### config.mk
export PLATFORM = sky130hd
export DESIGN_NAME = npu_alu
export DESIGN_NICKNAME = d
export VERILOG_FILES = /design/src/rtl/npu_alu_pkg.sv /design/src/rtl/npu_rsat.sv /design/src/rtl/npu_alu.sv
export SDC_FILE = /design/constraint.sdc
export NUM_CORES = 1
export LEC_CHECK = 0
export CAP_MARGIN = 20
export CORE_ASPECT_RATIO = 1.4
export CORE_MARGIN = 10
export CORE_UTILIZATION = 40
export DETAILED_ROUTE_END_ITERATION = 10
export PLACE_DENSITY_LB_ADDON = 0.1
export REMOVE_ABC_BUFFERS = 1
export SYNTH_ARGS = -nofsm -noshare
export SYNTH_HDL_FRONTEND = slang
export SYNTH_SLANG_ARGS = --single-unit
### constraint.sdc
create_clock -name CLK -period 5.9 [get_ports CLK]
set_input_delay 0.59 -clock CLK [delete_from_list [all_inputs] [get_ports CLK]]
set_output_delay 0.59 -clock CLK [all_outputs]
set_load 0.05 [all_outputs]
### src/rtl/npu_alu_pkg.sv
// Shared widths, opcodes, FSM states and saturation helpers for the NPU compute stage.
package npu_alu_pkg;

  localparam int unsigned DW   = 8;
  localparam int unsigned LENW = 10;
  localparam int unsigned PW   = 2 * DW;
  localparam int unsigned ACCW = 2 * DW + LENW;

  localparam logic [DW-1:0] SatMax = {1'b0, {(DW-1){1'b1}}};
  localparam logic [DW-1:0] SatMin = {1'b1, {(DW-1){1'b0}}};

  typedef enum logic [2:0] {
    OpAdd   = 3'd0,
    OpSub   = 3'd1,
    OpMul   = 3'd2,
    OpMac   = 3'd3,
    OpRelu  = 3'd4,
    OpMax   = 3'd5,
    OpPass0 = 3'd6,
    OpPass1 = 3'd7
  } op_e;

  typedef enum logic [1:0] {
    StIdle = 2'd0,
    StAcc  = 2'd1,
    StDump = 2'd2
  } state_e;

  typedef struct packed {
    op_e             op;
    logic [LENW-1:0] len;
    logic [3:0]      shift;
  } cfg_t;

  // Clamp a DW+1 bit signed sum/difference into DW bits.
  function automatic logic [DW-1:0] sat_sum(input logic [DW:0] v);
    if (v[DW] != v[DW-1]) begin
      return v[DW] ? SatMin : SatMax;
    end
    return v[DW-1:0];
  endfunction

endpackage

### src/rtl/npu_rsat.sv
// Combinational round-half-up, arithmetic right shift and saturation from ACCW to DW bits.
module npu_rsat
  import npu_alu_pkg::*;
(
  input  logic [ACCW-1:0] val_i,
  input  logic [3:0]      shift_i,
  output logic [DW-1:0]   res_o
);

  logic signed [ACCW:0] rounded;
  logic signed [ACCW:0] shifted;

  always_comb begin
    // One guard bit keeps the rounding add from wrapping at the extremes.
    rounded = {val_i[ACCW-1], val_i};
    if (shift_i != 4'd0) begin
      rounded = rounded + ((ACCW + 1)'(1) << (shift_i - 4'd1));
    end
    shifted = rounded >>> shift_i;
    if ((&shifted[ACCW:DW-1]) || !(|shifted[ACCW:DW-1])) begin
      res_o = shifted[DW-1:0];
    end else begin
      res_o = shifted[ACCW] ? SatMin : SatMax;
    end
  end

endmodule

### src/rtl/npu_alu.sv
// NPU compute stage: two-stage element-wise pipeline plus a MAC reduction FSM.
module npu_alu
  import npu_alu_pkg::*;
(
  input  logic            CLK,
  input  logic            RESET_X,
  input  logic            SOFT_RESET,
  input  logic [2:0]      OP_MODE,
  input  logic [LENW-1:0] ACC_LEN,
  input  logic [3:0]      SHIFT,
  input  logic            NPU_EN,
  input  logic [DW-1:0]   A_RDATA,
  input  logic [DW-1:0]   B_RDATA,
  output logic            LM_EN,
  output logic [DW-1:0]   C_WDATA,
  output logic            BUSY
);

  cfg_t                   cfg_q, cfg_d, cfg_eff;
  state_e                 state_q, state_d;
  logic [LENW-1:0]        cnt_q, cnt_d, grp_cnt, len_eff;
  logic signed [ACCW-1:0] acc_q, acc_d, grp_acc;
  logic                   s1_valid_q, s1_valid_d;
  logic signed [DW-1:0]   s1_a_q, s1_a_d, s1_b_q, s1_b_d;
  logic [DW:0]            s1_sum_q, s1_sum_d;
  logic signed [PW-1:0]   s1_prod_q, s1_prod_d;
  logic                   lm_en_q, lm_en_d, busy_q, busy_d;
  logic [DW-1:0]          c_q, c_d;

  logic signed [DW-1:0]   a_s, b_s;
  logic signed [PW-1:0]   prod;
  logic                   is_mac;
  logic [ACCW-1:0]        rsat_in;
  logic [DW-1:0]          rsat_res;

  assign a_s  = A_RDATA;
  assign b_s  = B_RDATA;
  assign prod = PW'(a_s) * PW'(b_s);

  // The input that starts a new job sees the live config; later ones see the latched copy.
  assign cfg_eff = busy_q ? cfg_q : '{op: op_e'(OP_MODE), len: ACC_LEN, shift: SHIFT};
  assign len_eff = (cfg_eff.len == '0) ? LENW'(1) : cfg_eff.len;
  assign is_mac  = (cfg_eff.op == OpMac);

  assign rsat_in = (state_q == StDump) ? acc_q : ACCW'(s1_prod_q);

  npu_rsat u_rsat (
    .val_i   (rsat_in),
    .shift_i (cfg_q.shift),
    .res_o   (rsat_res)
  );

  always_comb begin
    cfg_d      = (NPU_EN && !busy_q) ? cfg_eff : cfg_q;
    s1_valid_d = NPU_EN && !is_mac;
    s1_a_d     = a_s;
    s1_b_d     = b_s;
    s1_sum_d   = (cfg_eff.op == OpSub) ? ({a_s[DW-1], a_s} - {b_s[DW-1], b_s})
                                       : ({a_s[DW-1], a_s} + {b_s[DW-1], b_s});
    s1_prod_d  = prod;

    // A new group starts from zero unless we are mid-accumulation.
    grp_acc = (state_q == StAcc) ? acc_q : '0;
    grp_cnt = (state_q == StAcc) ? cnt_q : '0;
    state_d = state_q;
    acc_d   = acc_q;
    cnt_d   = cnt_q;
    if (NPU_EN && is_mac) begin
      acc_d   = grp_acc + ACCW'(prod);
      cnt_d   = grp_cnt + LENW'(1);
      state_d = (cnt_d == len_eff) ? StDump : StAcc;
    end else if (state_q == StDump) begin
      acc_d   = '0;
      cnt_d   = '0;
      state_d = StIdle;
    end

    lm_en_d = s1_valid_q || (state_q == StDump);
    c_d     = c_q;
    if (state_q == StDump) begin
      c_d = rsat_res;
    end else if (s1_valid_q) begin
      unique case (cfg_q.op)
        OpAdd, OpSub: c_d = sat_sum(s1_sum_q);
        OpMul:        c_d = rsat_res;
        OpRelu:       c_d = s1_a_q[DW-1] ? '0 : s1_a_q;
        OpMax:        c_d = (s1_a_q > s1_b_q) ? s1_a_q : s1_b_q;
        default:      c_d = s1_a_q;
      endcase
    end

    busy_d = NPU_EN || s1_valid_q || lm_en_q || (state_q != StIdle);

    if (!SOFT_RESET) begin
      cfg_d      = '{op: OpAdd, len: '0, shift: '0};
      s1_valid_d = 1'b0;
      s1_a_d     = '0;
      s1_b_d     = '0;
      s1_sum_d   = '0;
      s1_prod_d  = '0;
      state_d    = StIdle;
      acc_d      = '0;
      cnt_d      = '0;
      lm_en_d    = 1'b0;
      c_d        = '0;
      busy_d     = 1'b0;
    end
  end

  always_ff @(posedge CLK or negedge RESET_X) begin
    if (!RESET_X) begin
      cfg_q      <= '{op: OpAdd, len: '0, shift: '0};
      s1_valid_q <= 1'b0;
      s1_a_q     <= '0;
      s1_b_q     <= '0;
      s1_sum_q   <= '0;
      s1_prod_q  <= '0;
      state_q    <= StIdle;
      acc_q      <= '0;
      cnt_q      <= '0;
      lm_en_q    <= 1'b0;
      c_q        <= '0;
      busy_q     <= 1'b0;
    end else begin
      cfg_q      <= cfg_d;
      s1_valid_q <= s1_valid_d;
      s1_a_q     <= s1_a_d;
      s1_b_q     <= s1_b_d;
      s1_sum_q   <= s1_sum_d;
      s1_prod_q  <= s1_prod_d;
      state_q    <= state_d;
      acc_q      <= acc_d;
      cnt_q      <= cnt_d;
      lm_en_q    <= lm_en_d;
      c_q        <= c_d;
      busy_q     <= busy_d;
    end
  end

  assign LM_EN   = lm_en_q;
  assign C_WDATA = c_q;
  assign BUSY    = busy_q;

endmodule

==> flow_summary.yaml, run 1 <==
status:
  status: "finished with violations"
  violations: "negative setup slack"
logic_synthesis:
  synth_sequential_area_ratio_pct: 21.30
  synth_top_area_cell: "dfrtp_1"
  ys.flop_type: "dfrtp_1"
  netlist_area_mm2: 0.01257
  synthArstFlopShare_pct: 100.0
  ys_types: 88
  netlist_instances: 1564
  yosysWarnings: 0
  synth_top_area_share_pct: 21.30
  avgSynthCellArea_um2: 8.038
  synth.area.top_cells: "dfrtp_1, fa_1, ha_1, nand2_1, and2_1"
  synth_seq_cells: 107
  synth_enable_flop_cells: 0
cts:
  clk_latency_ns: 0.37
  cts_tree: "done"
  clock_path_buffers: 2
  numCtsBuffers: 9
  cts_root_buf: "clkbuf_16"
  cts.sinks: 107
  cts_max_level: 3
  cts.clk_slew.worst_paths_ns: 0.07
  ctsHoldBuffers: 0
critical_path:
  endpoint_kind: "register"
  slowest_delay_ns: 0.55
  start_kind: "input port"
  crit_arrival_ns: 6.91
  cp_common_cell: "inv_2"
  crit_path_max_fanout: 2
  critPathRequiredTime_ns: 6.19
  critPathKind: "input port to register"
  crit_slowest_cell: "fa_1"
power_and_ir_drop:
  power_density_mw_per_mm2: 475.7
  p_sw_w: 0.003212
  p_seq_share_pct: 12.1
  comb_power_share_pct: 79.8
  swShare_pct: 43.43
  pwr-share-clk_pct: 8.1
  leakage_nw: 7.193
  internal-power_w: 0.004184
  irDropWorstVdd_mv: 0.3687
floorplan:
  die_h_um: 229.8
  die_x_um: 169.8
  io_pins: 47
  core-area_mm2: 0.03090
  row_count: 76
  dieArea_mm2: 0.03902
  start_util_pct: 40.68
placement:
  portBuffers: 46
  gp_congestion: 0.9682
  numPlacedInstances: 2102
  hpwl_mm: 33.85
  placed_area_mm2: 0.01454
sta:
  drv_slew: 0
  hold_viol_final: 0
  worst_slew_pin_slew_ns: 1.025
  rsz0062_at_grt: "yes"
  finClkSkew_ns: 0.01237
  max-slew-margin-rel_pct: 30.77
  fin_tns_setup_ns: -2.674
  min_period_ns: 6.621
  fin_ws_ns: -0.7211
  timing.fmax_mhz: 151.0
  final.period_utilization_pct: 112.2
  finalSetupViolations: 7
hold_path:
  hp-class: "input port to asynchronous set/reset pin"
routing:
  vias: 12076
  via_per_inst: 5.627
  wl_per_cell_um: 19.70
  drt-pass1-iter-count: 5
  ant_nets: 0
  drt_iter0_markers: 733
  drc: 0
  wl_mm: 42.27
cells_and_area:
  area_growth_pct: 23.70
  fin_cells: 2146
  final_cell_area_mm2: 0.01555
  nets: 1938
  diodes: 0
  drive_above_1_share_pct: 20.67
global_routing:
  grt_pass1_wl_mm: 67.52
  grt_start_max_net_pins: 56
  grt_overflow: 0
  grt_pass1_vias: 12395
  antenna_found_initial: 0
  grt_usage_pct: 21.72
job:
  cap_violations: 0
cells in the mapped netlist (10+ instances only):
cell type	instances
a211oi_1	20
a21o_1	23
a21oi_1	104
a22o_1	30
a31oi_1	10
and2_1	102
and3_1	13
clkbuf_1	60
dfrtp_1	107
fa_1	58
ha_1	91
inv_1	123
mux2i_1	20
nand2_1	171
nand2b_1	10
nand3_1	28
nor2_1	124
nor2b_1	16
nor3_1	34
nor4_1	13
o211ai_1	10
o21a_1	13
o21ai_0	92
o21bai_1	12
o31ai_1	10
or3_1	12
xnor2_1	50
xor2_1	31
critical path, delay by kind of cell:
kind / cells / cell delay (ns)
fa+ha+maj: 6 / 2.60
buf+inv: 6 / 0.31
simple gates: 7 / 1.19
xor+xnor: 2 / 0.34
compound gates: 11 / 1.89
through the flow:
stage | total power, W | util (%) | worst slack (ns) | hold WS, ns
after CTS | 0.006869 | 49.63 | -0.5341 | 0.2730
after global routing | 0.007979 | 50.32 | -1.009 | 0.3076
after floorplan | 0.003538 | - | -1.118 | 0.2944
after global placement | 0.005204 | 47.04 | -1.645 | 0.4871
after detailed placement | 0.005240 | 47.06 | -1.710 | 0.4864
final | 0.007396 | 50.32 | -0.7211 | 0.2552
cell type report:
type                       instances  area (um^2)
clock buffer                      10        239.0
clock inverter                     5        47.55
fill                            3002        15350
inverter                         125        475.5
multi-input combinational       1257         9570
sequential                       107         2680
tap                              390        488.0
timing repair buffer             252         2049
state kept, by name, summed over array words and instances, names as in the netlist:
name and cells:
LM_EN 1, s1_valid_q 1, s1_prod_q 16, BUSY 1, cnt_q 10, s1_a_q 8
acc_q 26, cfg_q 17, s1_sum_q 9, C_WDATA 8, state_q 2, s1_b_q 8
cell usage in the layout (no fill, tap or decap), drive strengths merged, types with 50 or more instances in the layout:
cell,Yosys,final
buf,15,218
o21ai,97,97
a21oi,105,105
nor2,124,124
inv,124,126
nand2,171,171
fa,58,58
ha,91,91
dfrtp,107,107
and2,105,105
xnor2,50,50
final timing paths:
check,startpoint,end,slack [ns],cells past startpoint
min,RESET_X,acc_q[5],0.26,1
min reg2reg,acc_q[2],acc_q[2],0.50,2
max,A_RDATA[5],acc_q[25],-0.72,32
min in group CLK,acc_q[2],acc_q[2],0.50,2
max in group asynchronous,RESET_X,state_q[0],4.41,2
max reg2reg,state_q[0],C_WDATA[0],0.36,20
repair_timing:
action                                  in CTS  in global routing
setup buffers                               40                 11
pin swaps                                   57                 64
endpoints found under the setup margin      12                 20
gates resized for setup                    135                 64
power by group through the flow:
stage	Combinational (W)	Clock (W)	Sequential [W]
after floorplan	0.00262	0	0.000913
after global placement	0.00430	0	0.000904
after detailed placement	0.00433	0	0.000905
after CTS	0.00536	0.000618	0.000891
after global routing	0.00643	0.000646	0.000902
final	0.00590	0.000602	0.000893
cells by family after synthesis:
kind of cell	after synthesis	share of synthesized area (%)
simple gates	569	22.49
compound gates	427	22.98
buf+inv	200	6.261
fa+ha+maj	149	18.29
flops	107	21.30
xor+xnor	81	5.643
mux	31	3.026
routing by layer:
metal  up-vias  GRT usage [%]  wire length, um
met1      5837          24.30            16830
met5         -              0                0
met4         0          11.21             2113
li1       5881              -                -
met3        94          1.903             1050
met2       264          39.75            22280
(Power assumes the default switching activity.)
==> run 2, diff against run 1 <==
- SETUP_SLACK_MARGIN: not set -> 0.5
==> run 2 against run 1 <==
The run still ends with negative setup slack left; final area up 3.3%; flip-flop and latch count unchanged; routed wire length up 1.7%; critical endpoint unchanged; largest cell class unchanged; highest routed layer unchanged.
==> flow_summary.yaml, run 2 (synthesis results as in run 1) <==
power_and_ir_drop:
  pwr-share-clk_pct: 7.8
  internal-power_w: 0.004394
  p_seq_share_pct: 11.5
  comb_power_share_pct: 80.7
  leakage_nw: 7.373
  p_sw_w: 0.003358
  power_density_mw_per_mm2: 482.6
  swShare_pct: 43.32
  irDropWorstVdd_mv: 0.4060
cells_and_area:
  regMostFlops: "acc_q"
  largest_register_ffs: 26
  final_cell_area_mm2: 0.01606
  reg_top3: "acc_q: 26 flops, cfg_q: 17 flops, s1_prod_q: 16 flops"
  nets: 1966
  seqCellArea_mm2: 0.002683
  drive_above_1_share_pct: 23.82
  diodes: 0
  layout_common_cells: "buf_4, nand2_1, nor2_1"
  final_core_util_pct: 51.97
  area_growth_pct: 27.77
  fillers: 2940
  multiInputGateArea_mm2: 0.009812
  mostFrequentLayoutCell: "buf_4"
critical_path:
  start_kind: "input port"
  crit_buf_inv: 6
  regToRegStartpoint: "state_q[0]"
  endpoint_kind: "register"
  cp_top_family: "adder cells"
  cp_common_cell: "inv_2"
  critPathKind: "input port to register"
  critPathLaunch: "A_RDATA[5]"
  crit_path_max_fanout: 2
  r2r_slack_ns: 0.70
  crit_slowest_cell: "fa_1"
  crit_arrival_ns: 6.93
  critPathRequiredTime_ns: 6.19
  slowest_delay_ns: 0.55
floorplan:
  die_x_um: 169.8
  io_pins: 47
  row_count: 76
  start_util_pct: 40.68
  core-area_mm2: 0.03090
  dieArea_mm2: 0.03902
  die_h_um: 229.8
placement:
  placed_area_mm2: 0.01454
  hpwl_mm: 33.85
  gp_congestion: 0.9682
  portBuffers: 46
routing:
  ant_nets: 0
  wl_mm: 42.98
  wl_per_cell_um: 19.77
  drc: 0
  vias: 12243
  via_per_inst: 5.632
  drt-pass1-iter-count: 5
  drt_iter0_markers: 737
status:
  status: "finished with violations"
  violations: "negative setup slack"
global_routing:
  antenna_found_initial: 0
  grt_start_max_net_pins: 56
  grt_pass1_wl_mm: 67.68
  grt_overflow: 0
  grt_pass1_vias: 12386
  grt_usage_pct: 21.83
cts:
  cts_max_level: 3
  cts.sinks: 107
  ctsHoldBuffers: 0
  cts.clk_slew.worst_paths_ns: 0.07
  clock_path_buffers: 2
  cts_tree: "done"
  clk_latency_ns: 0.38
  numCtsBuffers: 9
  cts_root_buf: "clkbuf_16"
sta:
  finalSetupViolations: 8
  max-slew-margin-rel_pct: 36.31
  holdWs_ns: 0.2515
  drv_slew: 0
  finClkSkew_ns: 0.01331
  worst_slew_pin_slew_ns: 0.9431
  final.period_utilization_pct: 112.5
  hold_viol_final: 0
  timing.fmax_mhz: 150.7
  min_period_ns: 6.637
  rsz0062_at_grt: "yes"
  fin_ws_ns: -0.7372
job:
  cap_violations: 0
hold_path:
  hp-class: "input port to asynchronous set/reset pin"
==> run 2: per-stage QoR <==
| stage | setup TNS [ns] | setup WS, ns | cells | total power, W |
|---|---|---|---|---|
| floorplan | -6.421 | -1.118 | 1489 | 0.003538 |
| global placement | -13.71 | -1.645 | 2101 | 0.005204 |
| detailed placement | -14.68 | -1.710 | 2102 | 0.005240 |
| CTS | -2.501 | -0.5341 | 2150 | 0.006906 |
| global route | -5.506 | -1.025 | 2174 | 0.008331 |
| finish | -3.270 | -0.7372 | 2174 | 0.007752 |
==> run 2: power groups by stage <==
stage / Clock (W) / Combinational, W / Sequential [W]
detailed placement: 0 / 0.00433 / 0.000905
global placement: 0 / 0.00430 / 0.000904
floorplan: 0 / 0.00262 / 0.000913
finish: 0.000602 / 0.00626 / 0.000894
global route: 0.000647 / 0.00678 / 0.000903
CTS: 0.000618 / 0.00540 / 0.000891
==> run 2: routing by layer <==
layer | GRT usage [%] | up-vias | wire length (um)
li1 | - | 5933 | -
met4 | 10.86 | 0 | 2277
met2 | 40.11 | 285 | 22740
met1 | 24.48 | 5923 | 16840
met5 | 0 | - | 0
met3 | 1.869 | 102 | 1121
==> run 2: final timing paths <==
check / to / depth (start not counted)
hold / removal: acc_q[4] / 1
setup reg to reg: C_WDATA[2] / 21
min in group CLK: acc_q[2] / 2
max in group asynchronous: state_q[0] / 2
setup / recovery: acc_q[25] / 32
hold reg to reg: acc_q[2] / 2
==> run 2: timing repair <==
action	4_1_cts	5_1_grt
pin swaps	60	74
endpoints found under the setup margin	25	24
cloned	0	0
gates resized for setup	151	104
buffers inserted	33	24
==> run 2: worst register-to-register path, delay by kind of cell, from the launching register on <==
family / cells / cell delay, ns
DFF: 1 / 0.43
buffers and inverters: 3 / 0.51
AOI/OAI and AO/OA: 8 / 1.67
and+or+nand+nor: 6 / 0.96
adders and majority gates: 2 / 0.61
muxes: 2 / 0.89
==> run 2: cell type report <==
type / instances / share of cell area, %
sequential: 107 / 16.70
clock inverter: 5 / 0.2960
multi-input combinational: 1257 / 61.09
timing repair buffer: 280 / 14.43
tap: 390 / 3.038
inverter: 125 / 2.960
clock buffer: 10 / 1.488
==> run 3, diff against run 2 <==
- ABC_AREA: not set -> 1
- CTS_BUF_LIST: not set -> sky130_fd_sc_hd__clkbuf_16
- SYNTH_HIERARCHICAL: not set -> 1
==> run 3 against run 2 <==
The run now ends clean; global-route usage decreased by 1.8 points; critical path depth is 2 higher; routed wire length decreased by 4.0%; clock power is 2% higher; final area increased by 1.9%; first-iteration DRC count down 9.9%; register-to-register slack better by 0.17 ns; critical path type unchanged.
==> flow_summary.yaml, run 3 <==
status:
  status: "finished clean"
cts:
  numCtsBuffers: 9
  cts.sinks: 107
  cts_root_buf: "clkbuf_16"
  clk_latency_ns: 0.38
  cts_tree: "done"
  clock_path_buffers: 2
  cts.clk_slew.worst_paths_ns: 0.09
  cts_max_level: 3
  ctsHoldBuffers: 0
floorplan:
  die_h_um: 234.7
  dieArea_mm2: 0.04068
  row_count: 78
  die_x_um: 173.3
  core-area_mm2: 0.03250
  io_pins: 47
  start_util_pct: 40.52
power_and_ir_drop:
  power_density_mw_per_mm2: 431.8
  leakage_nw: 8.674
  total_power_w: 0.007065
  irDropWorstVdd_mv: 0.2884
cells_and_area:
  reg_top3: "acc_q: 26 flops, cfg_q: 17 flops, s1_prod_q: 16 flops"
  diodes: 0
  drive_above_1_share_pct: 18.42
  largest_register_ffs: 26
  fillers: 3402
  final_core_util_pct: 50.34
  area_growth_pct: 24.24
  layout_common_cells: "nand2_1, inv_1, nand3_1"
  seqCellArea_mm2: 0.002679
  multiInputGateArea_mm2: 0.009432
  nets: 2439
  regMostFlops: "acc_q"
  final_cell_area_mm2: 0.01636
  mostFrequentLayoutCell: "nand2_1"
critical_path:
  cp_common_cell: "nand2_2"
  slowest_delay_ns: 0.55
  crit_slowest_cell: "fa_1"
  crit_arrival_ns: 5.61
  endpoint_kind: "register"
  crit_path_max_fanout: 5
  critPathRequiredTime_ns: 6.17
  critPathKind: "input port to register"
  start_kind: "input port"
routing:
  drt_iter0_markers: 664
  vias: 13452
  wl_per_cell_um: 15.29
  drt-pass1-iter-count: 5
  via_per_inst: 4.986
  drc: 0
  wl_mm: 41.24
  ant_nets: 0
global_routing:
  grt_usage_pct: 20.08
  grt_start_max_net_pins: 63
  antenna_found_initial: 0
  grt_pass1_vias: 13604
  grt_pass1_wl_mm: 67.51
  grt_overflow: 0
logic_synthesis:
  synth_top_area_cell: "dfrtp_1"
  avgSynthCellArea_um2: 6.334
  netlist_instances: 2079
  netlist_area_mm2: 0.01317
  synth_sequential_area_ratio_pct: 20.33
  yosysWarnings: 6
  synth_seq_cells: 107
  synthArstFlopShare_pct: 100.0
  post-synth-top-count-cell: "nand2_1"
  synth_top_area_share_pct: 20.33
  synth.area.top_cells: "dfrtp_1, nand2_1, inv_1, fa_1, ha_1"
  synth_enable_flop_cells: 0
  ys_types: 57
  ys.flop_type: "dfrtp_1"
  ys_top_cells_by_count: "nand2_1, inv_1, nand3_1"
placement:
  portBuffers: 46
  gp_congestion: 0.9235
  placed_area_mm2: 0.01501
  hpwl_mm: 33.13
sta:
  worst_slew_pin_slew_ns: 0.8809
  holdWs_ns: 0.1775
  hold_viol_final: 0
  final.period_utilization_pct: 90.52
  drv_slew: 0
  finalSetupViolations: 0
  timing.fmax_mhz: 187.2
  finClkSkew_ns: 0.01893
  max-slew-margin-rel_pct: 41.07
  min_period_ns: 5.341
  rsz0062_at_grt: "yes"
job:
  cap_violations: 0
hold_path:
  hp-class: "input port to asynchronous set/reset pin"
-- run 3: cells by family (layout without fill, tap and decap cells) --
logic type | after synthesis | after routing | share of synthesized area (%)
DFF | 107 | 107 | 20.33
and+or+nand+nor | 1028 | 1028 | 33.48
buffers and inverters | 475 | 654 | 13.95
adders and majority gates | 149 | 149 | 17.46
muxes | 5 | 5 | 0.3801
AOI/OAI and AO/OA | 285 | 285 | 12.40
xor gates and xnor gates | 30 | 30 | 1.995
-- run 3: area by class of cell --
cell class              count  area share [%]
repair buffers            232           11.48
multi-input cells        1497           57.65
clock buffers               9           1.377
well taps                 440           3.365
flip-flops and latches    107           16.37
clock inverters             7          0.4207
inverters                 406           9.331
-- run 3: final timing paths --
| kind | from | to | slack (ns) | depth (start not counted) |
|---|---|---|---|---|
| setup / recovery | B_RDATA[2] | acc_q[24] | 0.56 | 34 |
| hold / removal | RESET_X | cfg_q[11] | 0.18 | 1 |
| setup reg to reg | state_q[1] | C_WDATA[4] | 0.87 | 31 |
| hold reg to reg | acc_q[23] | acc_q[23] | 0.48 | 2 |
| max in group asynchronous | RESET_X | cfg_q[0] | 4.40 | 2 |
| min in group CLK | acc_q[23] | acc_q[23] | 0.48 | 2 |
-- run 3: power by group --
part	switching [W]	internal (W)
clock	0.000319	0.000298
combinational	0.00313	0.00246
sequential	0.0000397	0.000824
total	0.00348	0.00358
-- run 3: worst max-delay path, delay by kind of cell --
kind | cells | cell delay, ns
adders and majority gates | 6 | 2.69
buffers and inverters | 8 | 0.62
AOI/OAI and AO/OA | 2 | 0.21
xor gates and xnor gates | 1 | 0.24
and+or+nand+nor | 17 | 1.23
-- run 3: layer usage --
metal	track usage (%)	vias up	wire length, um
met3	2.021	78	942
met5	0	-	0
met1	21.27	6274	16100
met2	38.65	226	22550
met4	9.300	0	1651
li1	-	6874	-
-- run 3: per-stage QoR --
stage | setup TNS (ns) | std cells | setup WS [ns]
after floorplan | 0 | 2010 | 0.05858
after global placement | -5.432 | 2649 | -0.5779
after detailed placement | -6.173 | 2649 | -0.7001
after CTS | 0 | 2682 | 0.5098
after global routing | 0 | 2698 | 0.3131
final | 0 | 2698 | 0.5591
-- run 3: what timing repair did --
action	4_1_cts	5_1_grt
endpoints found under the setup margin	17	22
gates cloned	0	0
pin swaps	57	62
setup buffers	17	16
gates resized for setup	143	133
